--- config.mk ---
export PLATFORM = sky130hd
export DESIGN_NAME = regs_pin_readback
export DESIGN_NICKNAME = d
export VERILOG_FILES = /design/src/rtl/regs_pin_readback.sv
export SDC_FILE = /design/constraint.sdc
export NUM_CORES = 1
export LEC_CHECK = 0
export CAP_MARGIN = 20
export CELL_PAD_IN_SITES_DETAIL_PLACEMENT = 0
export CELL_PAD_IN_SITES_GLOBAL_PLACEMENT = 1
export CORE_MARGIN = 4
export CORE_UTILIZATION = 45
export CTS_BUF_LIST = sky130_fd_sc_hd__clkbuf_16
export CTS_CLUSTER_SIZE = 10
export DETAILED_ROUTE_END_ITERATION = 10
export GPL_TIMING_DRIVEN = 0
export PLACE_DENSITY_LB_ADDON = 0.1
export SLEW_MARGIN = 20
export SYNTH_ARGS = -nofsm -noshare
export SYNTH_HDL_FRONTEND = slang
export SYNTH_SLANG_ARGS = --single-unit
--- constraint.sdc ---
create_clock -name CLK -period 3.9 [get_ports CLK]
set_clock_uncertainty 0.2 [all_clocks]
set_input_delay 0.78 -clock CLK [delete_from_list [all_inputs] [get_ports CLK]]
set_output_delay 0.78 -clock CLK [all_outputs]
set_load 0.02 [all_outputs]
--- src/rtl/regs_pin_readback.sv ---
// rtl/regs_pin_readback.sv - pin level readback with sync, debounce, sticky change flags and irq
module regs_pin_readback #(
   parameter int unsigned DEB_CYCLES = 4,
   parameter logic [15:0] IRQ_MASK   = 16'hFFFF
) (
   input  logic        CLK,
   input  logic        CLR,
   input  logic [15:0] pin_in,
   input  logic [3:0]  rd_sel,
   output logic [7:0]  data_out,
   output logic        rd_valid,
   output logic        irq
);

   // Debounce update fires when the counter already holds DEB_CYCLES-1 and
   // the sample still disagrees, so exactly DEB_CYCLES disagreeing samples
   // are needed before the level moves.
   localparam logic [7:0] DEB_LAST = 8'(DEB_CYCLES - 1);

   logic [15:0] s1_q, s1_d;
   logic [15:0] s2_q, s2_d;
   logic [15:0] lvl_q, lvl_d;
   logic [15:0] chg_q, chg_d;
   logic [7:0]  cnt_q [16];
   logic [7:0]  cnt_d [16];
   logic [7:0]  data_q, data_d;
   logic        valid_q, valid_d;
   logic        irq_q, irq_d;

   logic [15:0] chg_set;
   logic [15:0] chg_clr;

   // Two-flop synchroniser on every port line.
   always_comb begin
      s1_d = pin_in;
      s2_d = s1_q;
   end

   // Per-line debounce: count disagreeing samples, commit the new level after
   // DEB_CYCLES of them and flag the change; any agreeing sample restarts.
   always_comb begin
      lvl_d   = lvl_q;
      chg_set = '0;
      for (int i = 0; i < 16; i++) begin
         cnt_d[i] = cnt_q[i];
         if (s2_q[i] == lvl_q[i]) begin
            cnt_d[i] = '0;
         end else if (cnt_q[i] == DEB_LAST) begin
            lvl_d[i]   = s2_q[i];
            cnt_d[i]   = '0;
            chg_set[i] = 1'b1;
         end else begin
            cnt_d[i] = cnt_q[i] + 8'd1;
         end
      end
   end

   // Read mux with lowest-index priority; a change-byte read clears only
   // that byte, and a flag set in the same cycle survives the clear.
   always_comb begin
      data_d  = data_q;
      valid_d = 1'b0;
      chg_clr = '0;
      if (rd_sel[0]) begin
         data_d  = lvl_q[7:0];
         valid_d = 1'b1;
      end else if (rd_sel[1]) begin
         data_d  = lvl_q[15:8];
         valid_d = 1'b1;
      end else if (rd_sel[2]) begin
         data_d       = chg_q[7:0];
         valid_d      = 1'b1;
         chg_clr[7:0] = 8'hFF;
      end else if (rd_sel[3]) begin
         data_d        = chg_q[15:8];
         valid_d       = 1'b1;
         chg_clr[15:8] = 8'hFF;
      end
      chg_d = (chg_q & ~chg_clr) | chg_set;
      irq_d = |(chg_d & IRQ_MASK);
   end

   // State registers with synchronous clear.
   always_ff @(posedge CLK) begin
      if (CLR) begin
         s1_q    <= '0;
         s2_q    <= '0;
         lvl_q   <= '0;
         chg_q   <= '0;
         data_q  <= '0;
         valid_q <= 1'b0;
         irq_q   <= 1'b0;
         for (int i = 0; i < 16; i++) begin
            cnt_q[i] <= '0;
         end
      end else begin
         s1_q    <= s1_d;
         s2_q    <= s2_d;
         lvl_q   <= lvl_d;
         chg_q   <= chg_d;
         data_q  <= data_d;
         valid_q <= valid_d;
         irq_q   <= irq_d;
         for (int i = 0; i < 16; i++) begin
            cnt_q[i] <= cnt_d[i];
         end
      end
   end

   assign data_out = data_q;
   assign rd_valid = valid_q;
   assign irq      = irq_q;

endmodule

# [Word level (Yosys, flattened, before mapping)]
# Memories as Yosys holds them, arrays and structs flattened.
# Cells that the tools add are included.
[totals] in_bits=22 memories=1 ram_bits=128 reg_bits=74 output_inout_bits=10
[memory_table] name="cnt_q" words=16 word_bits=8 read_ports=16 rd_ports_with_merged_regs=0 write_ports=16 line_no="24" rtl="logic [7:0] cnt_q [16];"
[classes] n_eq_ne=32 add_sub_neg=16 n_reduce_logical=18 muxes=96 bitwise=35
[op_table] operator="2-to-1 mux 8 bit" count=55
[op_table] operator="adder 8 x 1 -> 8 bit, second input constant" count=16
[op_table] operator="== test 8 x 2 -> 1 bit, second input constant" count=16
[op_table] operator="2-to-1 mux 1 bit" count=39
[op_table] operator="2-to-1 mux 16 bit" count=2
[op_table] operator="AND reduction 2 bit" count=16
[op_table] operator="bitwise AND 16 bit" count=1
[op_table] operator="== test 1 bit" count=16
[op_table] operator="inverter 1 bit" count=16
[op_table] operator="inverter 16 bit" count=1
[op_table] operator="OR 1 bit" count=16
[op_table] operator="OR 16 bit" count=1
[op_table] operator="OR reduction 16 bit" count=1
[op_table] operator="nonzero test 4 bit" count=1

# [Logic depth before layout (Yosys ltp)]
# Gate-level depths: netlist of run 1.
[depth] depth_word=8 depth_mapped=6

# [Worst setup path after synthesis of run 1]
# No wires, ideal clock.
[synth_timing] path_type="input-to-reg" start="input rd_sel[0]" end="register irq_q, in the netlist irq" arrival_ps=2064 path_buffers=1 t_required_ps=3575 setup_slack_ps=1511 setup_ps=125 stages=5 path_cell_list="buf_6 -> or4b_4 -> a32oi_2 -> nand4_1 -> o41a_1"
[synth_between] elab_chain_len=5
[synth_rtl] element="start: declaration" line_no="9" rtl="input logic [3:0] rd_sel,"
[synth_rtl] element="2-to-1 mux 16 bit" line_no="64" rtl="if (rd_sel[0]) begin"
[synth_rtl] element="inverter 16 bit" line_no="79" rtl="chg_d = (chg_q & ~chg_clr) | chg_set;"
[synth_rtl] element="bitwise AND 16 bit" line_no="79"
[synth_rtl] element="OR 16 bit" line_no="79"
[synth_rtl] element="OR reduction 16 bit" line_no="80" rtl="irq_d = |(chg_d & IRQ_MASK);"
[synth_rtl] element="end signal: assignment" line_no="103" rtl="irq_q <= irq_d;"
[synth_rtl] element="end: declaration" line_no="28" rtl="logic irq_q, irq_d;"
# Every way passes these cells.
# A chain may end at the register's enable or synchronous reset.

# [Worst setup path after layout of run 1]
[layout_timing] start="input rd_sel[2]" end="register irq_q, in the netlist irq"
[layout_between] elab_chain_len=7
[layout_rtl] element="2-to-1 mux 8 bit" line_no="70" rtl="end else if (rd_sel[2]) begin"
[layout_rtl] element="2-to-1 mux 16 bit (*)" line_no="67" rtl="end else if (rd_sel[1]) begin"
[layout_rtl] element="2-to-1 mux 16 bit (*)" line_no="64"
[layout_rtl] element="inverter 16 bit (*)" line_no="79"
[layout_rtl] element="bitwise AND 16 bit (*)" line_no="79"
[layout_rtl] element="OR 16 bit (*)" line_no="79"
[layout_rtl] element="OR reduction 16 bit (*)" line_no="80"
# Every way passes the cells marked *; elsewhere a longest branch is shown, timed or not.

==> metrics.log, run 1 <==
[metrics] run status: completed
[metrics] Highest Clock Rate: around 330 MHz
[metrics] vertical die dimension: between 100 and 150 µm
[metrics] total power divided by cell area: 449.8 nW/µm²
[metrics] Logic pwr share: 0.027
[metrics] post-synthesis area per instance: 9.526 µm²
[metrics] TritonCTS sink count: 202
[metrics] final worst-path cycle share: 0.7707
[metrics] input/output buffers: 31
[metrics] portion of total power attributed to sequential cells: 0.512
[metrics] sequence of cells on the critical path: clkdlybuf4s50_1, nor4b_1, o32a_1, nand4_1, o41a_1
[metrics] Seq cells post-synth: 202
[metrics] sum of routed wire length over all layers: around 16 mm
[metrics] via count of the routed design: 5744
[metrics] most frequent standard cell in the layout excluding fill and tap cells: dfxtp_1
[metrics] setup repair after global routing missed its margin: false
[metrics] cell depth of the worst flop-to-flop path: 6
[metrics] mean number of vias per cell: just over 5
[metrics] Setup CP Type: in -> reg
[metrics] Hold Path Depth: 1
[metrics] beginning of the worst hold path: s1_q[15]
[metrics] average wire per cell in the routed design: 14.77 µm
[metrics] utilization of the core after routing: 0.5295
[metrics] wire length of the first global-routing pass: between 20 and 30 mm
[metrics] Tightest Pin Transition: between 0.8 and 0.9 ns
[metrics] total power draw: 4.105 mW
[metrics] post-synth net total: approximately 870
[metrics] vias in the first global route: 5669
[metrics] data arrival time of the worst path: 3.17 ns
[metrics] number of antenna violations at the first check in global routing: 0
[metrics] library cells used by synthesis: 42
[metrics] internal power contribution: 3.258 mW
[metrics] setup tns final: 0 ns
[metrics] clock period minus final worst setup slack: 3.006 ns
[metrics] clock buffer count from CTS: 24
[metrics] fraction of final layout cells sized beyond drive strength 1: 0.04719
[metrics] sequential element share of the synthesized area: 0.5127
[metrics] count of unresolved DRC violations after routing: 0
[metrics] clock tree from TritonCTS: yes
[metrics] core area: 17240 µm²
[metrics] setup slack after placement: around 0.37 ns
[metrics] path type of the worst min-delay path: reg -> reg
[metrics] net switching fraction of the power: 0.2064
[metrics] worst-path cell with the longest stage delay: nor4b_1
[metrics] Leakage Power: 3.456 nW
[metrics] critical path endpoint category: flip-flop
[metrics] count of buffers added by post-CTS timing repair for setup: 0
[metrics] critical path fanouts, max: 8
[metrics] half-perimeter wire length of the detailed placement result: 11.71 mm
[metrics] register clock-pin slew on the reported worst setup and hold paths: approximately 0.05 ns
[metrics] number of buffers between clock root and the deepest sink: 3
[metrics] gpl congestion: 0.7920
[metrics] CP Launch Type: input port
[metrics] combined global-route utilization of all metal layers: 0.1677
[metrics] clock network power share: 0.461
[metrics] Final Max Slew Viols: 0
[metrics] number of instances in the synthesized netlist: 828
[metrics] largest net degree at the start of global routing: 12
[metrics] largest vdd supply drop: about 0.34 mV
[metrics] yosys synthesis warning count: 0
[metrics] setup slack of the critical path after layout: a little under 0.9 ns
[metrics] Data required, critical path: around 4.1 ns
[metrics] Layout area overhead: 15.72%
[metrics] startpoint of the worst-slack reg-to-reg timing path: cnt_q[1][48]
[metrics] crit-path max cell delay: 0.85 ns
[metrics] Antenna Violating Nets Remaining: 0
[metrics] commonest cells after routing, fill and taps aside: dfxtp_1 (202), nor2_1 (161), xor2_1 (81)
[metrics] level count of the clock H-tree: 1
[metrics] final global-route overflow total: 0
[metrics] share of synthesized registers carrying an async set or reset: 0
[metrics] worst skew pair latency: roughly 0.5 ns
[metrics] Root Driver: clkbuf_16
[metrics] cells resized by post-CTS repair: 0
[metrics] Setup-failing EPs final: 0
[metrics] number of top-level design ports: 32
[metrics] EDFF count, synth: 0
[metrics] detailed-router iteration count before antenna repair: 4
[metrics] worst slew margin relative to its limit: 0.4001
[metrics] area enclosed by the die boundary: 19710 µm²
[metrics] row count: 48
[metrics] Final Hold Vio Count: 0
[metrics] horizontal die dimension: 140.4 µm
[metrics] effective utilization at floorplan: 0.4576
[metrics] Critical Path Start: rd_sel[2]
[metrics] switching power summed over all nets: around 0.85 mW
[metrics] max cap viols: 0
[metrics] Final Hold Slack: 0.2305 ns
[metrics] Synth Cell Area: 7888 µm²
[metrics] post-layout net count: 923
[metrics] number of hold buffers added after cts: 0
[metrics] antenna fix cells: 0
[metrics] initial drt markers: 280
[metrics] Top FF cell, synth: dfxtp_1
## power groups by stage
stage / combinational [mW] / sequential (mW) / clock, mW
floorplan: 0.0559 / 2.14 / 0
global placement: 0.112 / 2.14 / 0
detailed placement: 0.114 / 2.14 / 0
CTS: 0.114 / 2.10 / 1.95
global route: 0.123 / 2.10 / 2.04
finish: 0.113 / 2.10 / 1.89
## Yosys cell counts, types with 2 or more instances
cell type	n	share of area
ha_1	16	0.025
nand2b_1	2	0.0016
nor4_1	8	0.0063
mux2i_1	10	0.013
or2_2	2	0.0016
a21oi_1	8	0.0051
or3b_2	10	0.011
o32a_1	4	0.0051
xor2_1	81	0.090
nand4_1	9	0.0071
dfxtp_1	202	0.51
nor2b_1	32	0.025
o211a_1	6	0.0076
nor4b_1	5	0.0056
nand2_1	26	0.012
nand3_1	72	0.046
or4_1	4	0.0038
nor3b_1	8	0.0076
a22oi_1	12	0.011
o211ai_1	6	0.0057
and2_1	10	0.0079
clkbuf_1	19	0.0090
and3_1	31	0.025
or3_1	2	0.0016
xnor2_1	31	0.034
inv_1	19	0.0090
a221oi_1	2	0.0022
nor3_1	7	0.0044
nor2_1	161	0.077
a32oi_1	11	0.012
## cell families (layout without fill, tap and decap cells)
| family | count (synthesis) | in the layout | synth area share |
|---|---|---|---|
| and+or+nand+nor | 394 | 394 | 0.2498 |
| DFF | 202 | 202 | 0.5127 |
| xor gates and xnor gates | 112 | 112 | 0.1244 |
| AOI/OAI and AO/OA | 53 | 53 | 0.05441 |
| buffers and inverters | 41 | 103 | 0.02062 |
| adders and majority gates | 16 | 16 | 0.02538 |
| muxes | 10 | 10 | 0.01269 |
## layout make-up
class / count / area, µm²
Clock inverter: 6 / 22.52
Sequential cell: 202 / 4044
Tap cell: 225 / 281.5
Clock buffer: 25 / 625.6
Buffer: 22 / 91.34
Fill cell: 1580 / 8109
Inverter: 19 / 71.32
Timing Repair Buffer: 31 / 310.3
Multi-Input combinational cell: 585 / 3681
## critical path: cells and delay by family
kind / cells / cell delay, ns
and+or+nand+nor: 2 / 1.01
buffers and inverters: 1 / 0.58
AOI/OAI and AO/OA: 2 / 0.78
## metrics by stage
| stage | cell area (µm²) | cells |
|---|---|---|
| after floorplan | 7888 | 828 |
| after global placement | 8479 | 1084 |
| after detailed placement | 8479 | 1084 |
| after CTS | 9128 | 1115 |
| after global routing | 9128 | 1115 |
| final | 9128 | 1115 |
## per-layer routing
metal | up-vias | global-route usage | wire [µm]
met3 | 25 | 0.03414 | 724
met2 | 92 | 0.2825 | 7706
met5 | - | 0 | 0
met4 | 0 | 0.04539 | 343
li1 | 2920 | - | -
met1 | 2707 | 0.2197 | 7697
## registers in the layout, summed over array words and instances (netlist names)
name,flops
irq,1
chg_q,16
lvl_q,16
data_out,8
s2_q,16
s1_q,16
rd_valid,1
cnt_q,128
## final timing paths
check                           slack, ns      endpoint
worst max-delay path                 0.89           irq
worst min-delay path                 0.23      s2_q[15]
worst max register to register       1.76  cnt_q[1][50]
worst min register to register       0.23      s2_q[15]
Power figures use the tool's default switching activity.
==> run 2: changes to the inputs <==
==> constraint.sdc (replaced) <==
create_clock -name CLK -period 3.1 [get_ports CLK]
set_clock_uncertainty 0.2 [all_clocks]
set_input_delay 0.62 -clock CLK [delete_from_list [all_inputs] [get_ports CLK]]
set_output_delay 0.62 -clock CLK [all_outputs]
set_load 0.02 [all_outputs]
==> results of run 2 <==
Same layout as run 1 (identical final DEF). Status: completed.
Among the figures that moved: setup slack after placement 0.3700 ns -> -0.2700 ns; setup slack after layout 0.8943 ns -> 0.2543 ns; register-to-register setup slack 1.76 ns -> 0.96 ns; total power 4.105 mW -> 5.165 mW; worst IR drop on VDD 0.3358 mV -> 0.4224 mV
